## config.mk

```make
export PLATFORM = sky130hd
export DESIGN_NAME = multicycle_control_unit
export DESIGN_NICKNAME = d
export VERILOG_FILES = /design/src/rtl/multicycle_control_unit.sv
export SDC_FILE = /design/constraint.sdc
export NUM_CORES = 1
export LEC_CHECK = 0
export ABC_CLOCK_PERIOD_IN_PS = 3880
export BUFFER_PORTS_ARGS = -buffer_cell sky130_fd_sc_hd__buf_2
export CAP_MARGIN = 10
export CORE_UTILIZATION = 30
export CTS_CLUSTER_SIZE = 14
export DETAILED_ROUTE_END_ITERATION = 7
export GPL_TIMING_DRIVEN = 0
export HOLD_SLACK_MARGIN = 0.03
export PLACE_DENSITY = 0.57
export SYNTH_ARGS = -nofsm -noshare
export SYNTH_HDL_FRONTEND = slang
export SYNTH_SLANG_ARGS = --single-unit
```

## constraint.sdc

```tcl
create_clock -name clk -period 3.88 [get_ports clk]
set_clock_uncertainty 0.1 [all_clocks]
set_input_delay 0.776 -clock clk [delete_from_list [all_inputs] [get_ports clk]]
set_output_delay 0.776 -clock clk [all_outputs]
set_load 0.02 [all_outputs]
```

## src/rtl/multicycle_control_unit.sv

```systemverilog
// Multicycle control unit: sequences FETCH/DECODE/EXEC/MEM/WB for a small
// RV32-style core, traps on illegal opcodes or a stuck data memory, and
// counts retired instructions.
module multicycle_control_unit #(
    parameter int MEM_TIMEOUT = 8,
    parameter int CNT_W       = 16
) (
    input  logic             clk,
    input  logic             rst,
    input  logic             instr_valid,
    input  logic [6:0]       op,
    input  logic             mem_ready,
    input  logic             stall,
    output logic             fetch_req,
    output logic             ir_write,
    output logic             pc_write,
    output logic             mem_read,
    output logic             mem_write,
    output logic             reg_write,
    output logic             jump,
    output logic             branch,
    output logic             instr_done,
    output logic             illegal,
    output logic [2:0]       state,
    output logic [CNT_W-1:0] retired
);

    // Opcode encodings shared with the rest of the core (RV32 base opcodes).
    localparam logic [6:0] OP_R_TYPE  = 7'b0110011;
    localparam logic [6:0] OP_I_IMM   = 7'b0010011;
    localparam logic [6:0] OP_I_LOAD  = 7'b0000011;
    localparam logic [6:0] OP_S_TYPE  = 7'b0100011;
    localparam logic [6:0] OP_B_TYPE  = 7'b1100011;
    localparam logic [6:0] OP_J_JAL   = 7'b1101111;
    localparam logic [6:0] OP_I_JALR  = 7'b1100111;
    localparam logic [6:0] OP_U_LUI   = 7'b0110111;
    localparam logic [6:0] OP_U_AUIPC = 7'b0010111;

    localparam logic [2:0] S_FETCH  = 3'd0;
    localparam logic [2:0] S_DECODE = 3'd1;
    localparam logic [2:0] S_EXEC   = 3'd2;
    localparam logic [2:0] S_MEM    = 3'd3;
    localparam logic [2:0] S_WB     = 3'd4;
    localparam logic [2:0] S_TRAP   = 3'd5;

    // The wait counter never needs to exceed MEM_TIMEOUT-1 when the timeout is on.
    localparam int WAIT_W = (MEM_TIMEOUT > 1) ? $clog2(MEM_TIMEOUT) : 1;

    logic [2:0]        state_next;
    logic [6:0]        op_q;
    logic [WAIT_W-1:0] wait_cnt;
    logic              op_legal;
    logic              is_load;
    logic              is_store;
    logic              is_branch;
    logic              is_jump;
    logic              wait_expired;

    assign is_load      = (op_q == OP_I_LOAD);
    assign is_store     = (op_q == OP_S_TYPE);
    assign is_branch    = (op_q == OP_B_TYPE);
    assign is_jump      = (op_q == OP_J_JAL) || (op_q == OP_I_JALR);
    assign wait_expired = (MEM_TIMEOUT > 0) && (wait_cnt == WAIT_W'(MEM_TIMEOUT - 1));

    // Classify the latched opcode as legal or illegal.
    always_comb begin
        op_legal = 1'b0;
        case (op_q)
            OP_R_TYPE, OP_I_IMM, OP_I_LOAD, OP_S_TYPE, OP_B_TYPE,
            OP_J_JAL, OP_I_JALR, OP_U_LUI, OP_U_AUIPC: op_legal = 1'b1;
            default:                                   op_legal = 1'b0;
        endcase
    end

    // Next-state selection; stall is applied at the register, not here.
    always_comb begin
        state_next = state;
        case (state)
            S_FETCH:  if (instr_valid) state_next = S_DECODE;
            S_DECODE: state_next = op_legal ? S_EXEC : S_TRAP;
            S_EXEC: begin
                if (is_load || is_store) state_next = S_MEM;
                else if (is_branch)      state_next = S_FETCH;
                else                     state_next = S_WB;
            end
            S_MEM: begin
                if (mem_ready)         state_next = is_load ? S_WB : S_FETCH;
                else if (wait_expired) state_next = S_TRAP;
            end
            S_WB:     state_next = S_FETCH;
            S_TRAP:   state_next = S_TRAP;
            default:  state_next = S_FETCH;
        endcase
    end

    // Control outputs decoded from state and latched opcode; stall forces them low.
    always_comb begin
        fetch_req  = 1'b0;
        ir_write   = 1'b0;
        pc_write   = 1'b0;
        mem_read   = 1'b0;
        mem_write  = 1'b0;
        reg_write  = 1'b0;
        jump       = 1'b0;
        branch     = 1'b0;
        instr_done = 1'b0;
        illegal    = (state == S_TRAP);
        if (!stall) begin
            case (state)
                S_FETCH: begin
                    fetch_req = 1'b1;
                    ir_write  = instr_valid;
                end
                S_EXEC: begin
                    pc_write   = 1'b1;
                    branch     = is_branch;
                    instr_done = is_branch;
                end
                S_MEM: begin
                    mem_read   = is_load;
                    mem_write  = is_store;
                    instr_done = is_store && mem_ready;
                end
                S_WB: begin
                    reg_write  = 1'b1;
                    instr_done = 1'b1;
                    jump       = is_jump;
                end
                default: ;
            endcase
        end
    end

    // State, opcode latch, memory wait counter and retire counter; all frozen by stall.
    always_ff @(posedge clk) begin
        if (rst) begin
            state    <= S_FETCH;
            op_q     <= '0;
            wait_cnt <= '0;
            retired  <= '0;
        end else if (!stall) begin
            state <= state_next;
            if (state == S_FETCH && instr_valid)
                op_q <= op;
            if (state == S_EXEC)
                wait_cnt <= '0;
            else if (state == S_MEM && !mem_ready)
                wait_cnt <= wait_cnt + WAIT_W'(1);
            if (instr_done)
                retired <= retired + CNT_W'(1);
        end
    end

endmodule

```

* Word-level counts from Yosys, hierarchy flattened
Cells that the tools add are included. Widths: inputs -> output; s select.
Storage, ports and cells: output and inout bits 29, register bits 29, input port bits 12, logic and storage cells 66
Operators by class: add/subtract/negate cells 2, equality and inequality tests 17, multiplexer cells 29, reduce and logical (&&, ||, !) cells 13, bitwise gates (word level) 1
Operator list (count):
- $mux 3 | 9
- $eq 7x6->1 const B | 3
- $eq 7x7->1 const B | 3
- $mux 1 | 18
- $add 16x1->16 const B | 1
- $pmux 3 s5 | 1
- $eq 7x5->1 const B | 2
- $eq 3x3->1 const B | 3
- $reduce_or 9->1 | 1
- $eq 7x2->1 const B | 1
- $eq 3x2->1 const B | 2
- $reduce_and 2->1 | 3
- $add 3x1->3 const B | 1
- $eq 3x1->1 const B | 1
- $logic_and 1x1->1 | 3
- $logic_not 3->1 | 1
- $ne 3x3->1 const B | 1
- $pmux 1 s3 | 1
- $reduce_and 3->1 | 1
- $logic_or 1x1->1 | 2
- $ne 2x2->1 const B | 1
- $reduce_bool 2->1 | 1
- $logic_not 1->1 | 1
- $not 1->1 | 1

* Logic depth before layout (Yosys ltp)
Gate-level depths: netlist (run 1).
depth after elaboration 5, gate-level depth with buffers 8

* Worst setup path after synthesis (run 1)
OpenSTA, ideal clock, no wires.
path type input port to output port, start input port stall, end output port jump, stages on the path 4, slack 675 ps, arrival time 2329 ps, path through nand2b_1 nor3_1 inv_1 nor4_1
Between the ends: cells in the longest elaborated chain, start to end 1
RTL lines:
- from (decl) | RTL line 13 | input logic stall,
- $mux 1 | RTL line 108 | if (!stall) begin
- to (decl) | RTL line 20 | output logic jump,
No other way between the ends.

* Worst setup path after layout (run 1)
start input port stall, end output port instr_done
Between the ends: cells in the longest elaborated chain, start to end 1
RTL lines:
- $mux 1 | RTL line 108
- to (decl) | RTL line 22 | output logic instr_done,
No other way between the ends.

==> impl_metrics.json, run 1 <==
{
  "postLayoutCoreUtil_pct": 38.34,
  "drcViolationCount": 0,
  "dieArea_sq_mm": 0.005575,
  "area_growth_pct": 23.62,
  "power.density_mw_per_mm2": 322.2,
  "grt_pass1_vias": 1466,
  "syn_nets": 219,
  "grt_antenna_before_repair": 0,
  "routabilityCongestion": 0.7971,
  "cts_sinks": 29,
  "cts_tree": "done",
  "crit_path_start_kind": "input port",
  "n_antenna_cell": 0,
  "fill_cells": 568,
  "synth.cell_area_sq_mm": 0.001584,
  "placement.io_buffers": 40,
  "fin_tns_setup_ns": 0,
  "die_w_um": 74.67,
  "grt_pass1_wl_um": 6755,
  "crit_arrival_ns": 2.45,
  "hpwl_um": 3000,
  "yosysWarnings": 0,
  "hp-class": "reg -> reg",
  "dr_total_vias": 1624,
  "die_y_um": 74.67,
  "clkLatencyLatePin_ns": 0.28,
  "holdWs_ns": 0.3674,
  "nets": 266,
  "core_area_sq_mm": 0.005107,
  "setup_violations": 0,
  "clkTransAtPathRegs_ns": 0.06,
  "worst_path_max_delay_cell": "or4b_1",
  "final-hold-violation-count": 0,
  "worstMarginPinSlew_ns": 0.5413,
  "max_stage_delay_ns": 0.45,
  "post-route-period-util_pct": 85.67,
  "synth_seq_area_share_pct": 36.65,
  "rows": 26,
  "power_mw": 0.6310,
  "wl_um": 4072,
  "multi_input_area_sq_um": 915.9,
  "met3_usage_pct": 4.418,
  "syn_area_per_cell_sq_um": 7.765,
  "h-tree-depth": 2,
  "cpMostUsedCell": "buf_2",
  "cts_setup_buffers": 0,
  "rsz0062_at_grt": "no",
  "wl_per_cell_um": 12.69,
  "status": "finished clean",
  "drive_gt1_share_pct": 20.32,
  "p_leak_nw": 0.7501,
  "regToRegSetupSlack_ns": 1.50,
  "met2_usage_pct": 23.62,
  "grt_overflow": 0,
  "fmax_ghz": 0.3009,
  "fin_crit_ns": 3.324,
  "cts_buffers": 5,
  "drtIter0Drc": 170,
  "cts-hold-fix-buffers": 0,
  "cp_max_fo": 10,
  "worst-setup-path-type": "in -> out",
  "ys_types": 37,
  "dr.pass1.iters": 4,
  "end_kind": "primary output",
  "max_slew_margin_pct": 63.91,
  "globalRouteMet1Util_pct": 22.00,
  "start_util_pct": 31.01,
  "register_area_sq_um": 580.6,
  "grt_usage_pct": 15.89,
  "cp.required_ns": 3.00,
  "ios": 41,
  "synth-seq-cells": 29,
  "grt.busiest_layer": "met2",
  "synthCells": 204,
  "path_cells": "buf_2 -> or4b_1 -> buf_2 -> o32ai_2 -> a21oi_1 -> buf_6 -> clkbuf_1 -> inv_1 -> buf_2",
  "cts_root_buffer": "clkbuf_8",
  "vdd_drop_max_uv": 132.1,
  "grt_max_degree": 11,
  "via_per_inst": 5.059,
  "post_cts_resized": 0,
  "ant_nets": 0,
  "clk_path_buf_depth": 2,
  "finalMaxSlewViolations": 0,
  "drv_cap": 0
}
-- worst max-delay path, delay by kind of cell --
kind,cells,cell delay [ns]
AND/OR/NAND/NOR,1,0.45
buffers and inverters,6,0.99
AO/OA/AOI/OAI,2,0.22
-- cell type report --
class | count | area share (%)
timing repair buffer | 40 | 10.22
clock buffer | 7 | 4.409
tap | 70 | 4.473
buffer | 12 | 2.748
multi-input combinational | 154 | 46.77
inverter | 9 | 1.725
sequential | 29 | 29.65
-- stage by stage --
| stage | setup WS (ns) | area (sq um) | cells |
|---|---|---|---|
| 2_1_floorplan | 0.6751 | 1584 | 204 |
| 3_3_place_gp | 0.5658 | 1872 | 314 |
| 6_report | 0.5561 | 1958 | 321 |
| 3_5_place_dp | 0.5383 | 1872 | 314 |
| 5_1_grt | 0.4382 | 1958 | 321 |
| 4_1_cts | 0.5350 | 1958 | 321 |
-- cell families after synthesis --
family / count (synthesis) / synth area share, %
AO/OA/AOI/OAI: 51 / 19.83
XOR/XNOR: 1 / 0.5530
adder cells (fa/ha/maj): 3 / 2.370
buffers and inverters: 21 / 5.529
flip-flops: 29 / 36.65
multiplexers: 4 / 2.686
AND/OR/NAND/NOR: 95 / 32.39
-- cells in the final DEF (no fill, tap or decap), drive strengths merged, types with 9 or more instances in the layout --
master and count:
dfxtp 29, o31ai 9, nor2 10, a21oi 25, nand2 29, clkbuf 17, or4 10, buf 42
-- power by group --
group / internal (mW) / total [mW] / switching, mW
Clock: 0.140 / 0.252 / 0.111
Sequential: 0.304 / 0.311 / 0.00683
Combinational: 0.0241 / 0.0682 / 0.0441
-- cells in the mapped netlist --
master / n / area share (%)
a21oi_1: 25 / 7.9
nor2_1: 10 / 2.4
o32ai_2: 1 / 1.0
a211oi_1: 1 / 0.47
o311ai_1: 1 / 0.55
or4_1: 10 / 4.7
and2_1: 3 / 1.2
nand2b_1: 5 / 2.0
nor4_2: 1 / 0.79
nor2b_1: 3 / 1.2
o21ai_0: 8 / 2.5
a221oi_1: 2 / 1.1
nand4_1: 4 / 1.6
dfxtp_1: 29 / 37
and3_1: 1 / 0.40
buf_2: 1 / 0.32
xor2_1: 1 / 0.55
clkbuf_1: 10 / 2.4
nor3_1: 8 / 2.5
nand4bb_1: 2 / 1.4
mux2_1: 2 / 1.4
or2_2: 1 / 0.40
and4_1: 1 / 0.55
or4b_1: 1 / 0.63
inv_1: 8 / 1.9
a22oi_1: 1 / 0.47
or3_1: 6 / 2.4
clkinv_1: 1 / 0.24
o22ai_1: 1 / 0.40
nand2_1: 29 / 6.9
o31a_1: 2 / 1.1
buf_6: 1 / 0.71
nor4_1: 3 / 1.2
mux2i_1: 2 / 1.3
ha_1: 3 / 2.4
o31ai_1: 9 / 4.3
nand3_1: 7 / 2.2
-- path summary, 6_finish.rpt --
| kind | startpoint | end | cells after the start |
|---|---|---|---|
| worst min register to register | op_q[1]$_SDFFE_PP0P_ | op_q[1]$_SDFFE_PP0P_ | 2 |
| worst max register to register | state[2]$_SDFFE_PP0P_ | retired[15]$_SDFFE_PP0P_ | 7 |
| worst max-delay path | stall | instr_done | 9 |
| worst min-delay path | op_q[1]$_SDFFE_PP0P_ | op_q[1]$_SDFFE_PP0P_ | 2 |
-- sequential cells by signal, indices dropped and copies added, names as in the netlist --
signal,cells
op_q,7
retired,16
state,3
wait_cnt,3
-- layer usage --
layer / part of all wire (%) / vias up
met1: 52 / 726
met2: 43 / 49
li1: - / 847
met3: 4.8 / 2
met5: 0 / -
met4: 0.61 / 0
(Power assumes the default switching activity.)
==> run 2: changes to the inputs <==
- PLACE_DENSITY: 0.57 -> unset
- RECOVER_POWER: unset -> 50
==> run 2 against run 1 <==
Critical path depth stayed put. Core utilization is 0.098 points higher. Non-clock buffer count stayed put. Largest power group is now the clock network. Worst setup slack worse by 0.015 ns. Count of clock-buffer cells in the layout stayed put. Hold slack worse by 0.0070 ns. Critical endpoint unchanged. Sequential power hardly changed. Global-route usage is 0.22 points lower. Power is 12% higher.
==> impl_metrics.json, run 2 (synthesis gave the netlist of run 1 again) <==
{
  "status": "finished clean",
  "fmax_ghz": 0.2995,
  "p_int_mw": 0.5367,
  "post_cts_resized": 0,
  "multi_input_area_sq_um": 915.9,
  "grt_pass1_vias": 1415,
  "path_buf_inv": 6,
  "grt.busiest_layer": "met2",
  "cp.depth": 9,
  "met2_usage_pct": 23.42,
  "largest_register_ffs": 16,
  "switchingPower_mw": 0.1720,
  "max_slew_margin_pct": 67.02,
  "wl_per_cell_um": 12.77,
  "via_per_inst": 5.109,
  "cts_root_buffer": "clkbuf_8",
  "reg2regPathDepth": 7,
  "die_y_um": 74.67,
  "dp_cells": 314,
  "wl_um": 4112,
  "dr_total_vias": 1645,
  "routabilityCongestion": 0.7967,
  "cts_buffers": 5,
  "placement.io_buffers": 40,
  "layout.cells.non_filler": 322,
  "drtIter0Drc": 114,
  "drive_gt1_share_pct": 12.70,
  "cts_sinks": 29,
  "post-route-period-util_pct": 86.05,
  "rows": 26,
  "crit_arrival_ns": 2.46,
  "crit_path_start_kind": "input port",
  "fin_crit_ns": 3.339,
  "pwr-share-seq_pct": 43.9,
  "ios": 41,
  "ant_nets": 0,
  "dr.pass1.iters": 4,
  "worstMarginPinSlew_ns": 0.4948,
  "switching_share_pct": 24.28,
  "drcViolationCount": 0,
  "holdWs_ns": 0.3604,
  "cts_tree": "done",
  "finalMaxSlewViolations": 0,
  "grt_max_degree": 11,
  "end_kind": "primary output",
  "power.density_mw_per_mm2": 361.0,
  "post-place-ws_ns": 0.5299,
  "setup_violations": 0,
  "register_area_sq_um": 580.6,
  "final_common_cell": "clkbuf_1",
  "vdd_drop_max_uv": 151.5,
  "fin_tns_setup_ns": 0,
  "p_comb_share_pct": 9.4,
  "met3_usage_pct": 3.079,
  "grt_usage_pct": 15.67,
  "path_cells": "buf_2 -> or4b_1 -> buf_2 -> o32ai_2 -> a21oi_1 -> buf_6 -> clkbuf_1 -> inv_1 -> buf_2",
  "cts-hold-fix-buffers": 0,
  "fin_area_sq_mm": 0.001963,
  "drv_cap": 0,
  "hp-class": "reg -> reg",
  "cpMostUsedCell": "buf_2",
  "cp_max_fo": 10,
  "postLayoutCoreUtil_pct": 38.44,
  "cp.required_ns": 3.00,
  "area_growth_pct": 23.93,
  "clkTransAtPathRegs_ns": 0.06,
  "hold_depth": 2,
  "power_mw": 0.7087,
  "die_w_um": 74.67,
  "clkLatencyLatePin_ns": 0.29,
  "rsz0062_at_grt": "no",
  "grt_antenna_before_repair": 0,
  "start_util_pct": 31.01,
  "worst-setup-path-type": "in -> out",
  "nets": 266,
  "cts_setup_buffers": 0,
  "dpl_cell_area_sq_mm": 0.001872,
  "core_area_sq_mm": 0.005107,
  "grt_pass1_wl_um": 6637,
  "reg.largest.list": "retired (16), op_q (7)",
  "regMostFlops": "retired",
  "grt_overflow": 0,
  "worst_path_max_delay_cell": "or4b_1",
  "globalRouteMet1Util_pct": 21.77,
  "final-hold-violation-count": 0,
  "fill_cells": 566,
  "clk_path_buf_depth": 2,
  "p_leak_nw": 0.6775,
  "setup_slack_ns": 0.5411,
  "h-tree-depth": 2,
  "clockPowerShare_pct": 46.8,
  "final_cell_mix": "clkbuf_1, nand2_1, dfxtp_1",
  "max_stage_delay_ns": 0.45,
  "cp_top_family": "buffers and inverters",
  "n_antenna_cell": 0,
  "dieArea_sq_mm": 0.005575,
  "hpwl_um": 2976
}
==> run 2: worst paths after layout <==
kind,start,endpoint,slack (ns)
max,stall,instr_done,0.54
min,op_q[0]$_SDFFE_PP0P_,op_q[0]$_SDFFE_PP0P_,0.36
max reg2reg,state[2]$_SDFFE_PP0P_,retired[15]$_SDFFE_PP0P_,1.49
min reg2reg,op_q[0]$_SDFFE_PP0P_,op_q[0]$_SDFFE_PP0P_,0.36
==> run 2: worst register-to-register path, stage by stage (launching register included) <==
cell	delay (ns)
dfxtp_1	0.37
or4b_1	0.50
buf_2	0.18
o32ai_2	0.09
a21oi_1	0.14
clkbuf_1	0.27
nor3_1	0.29
mux2_1	0.34
==> run 2: layout make-up <==
| cell class | instances | share of cell area [%] |
|---|---|---|
| buffer | 12 | 2.741 |
| tap | 70 | 4.461 |
| inverter | 9 | 1.721 |
| clock inverter | 1 | 1.530 |
| timing repair buffer | 40 | 8.923 |
| multi-input combinational | 154 | 46.65 |
| clock buffer | 7 | 4.398 |
| sequential | 29 | 29.57 |
==> run 2: power by group through the flow <==
| stage | clock network (mW) | registers (mW) | logic [mW] |
|---|---|---|---|
| finish | 0.332 | 0.311 | 0.0663 |
| global route | 0.347 | 0.312 | 0.0749 |
| CTS | 0.336 | 0.311 | 0.0676 |
| detailed placement | 0 | 0.318 | 0.0674 |
| global placement | 0 | 0.317 | 0.0674 |
| floorplan | 0 | 0.319 | 0.0416 |
==> run 2: layer usage <==
layer,vias up,wire [um]
met1,767,2023
li1,843,-
met2,30,1871
met5,-,0
met3,5,153
met4,0,63
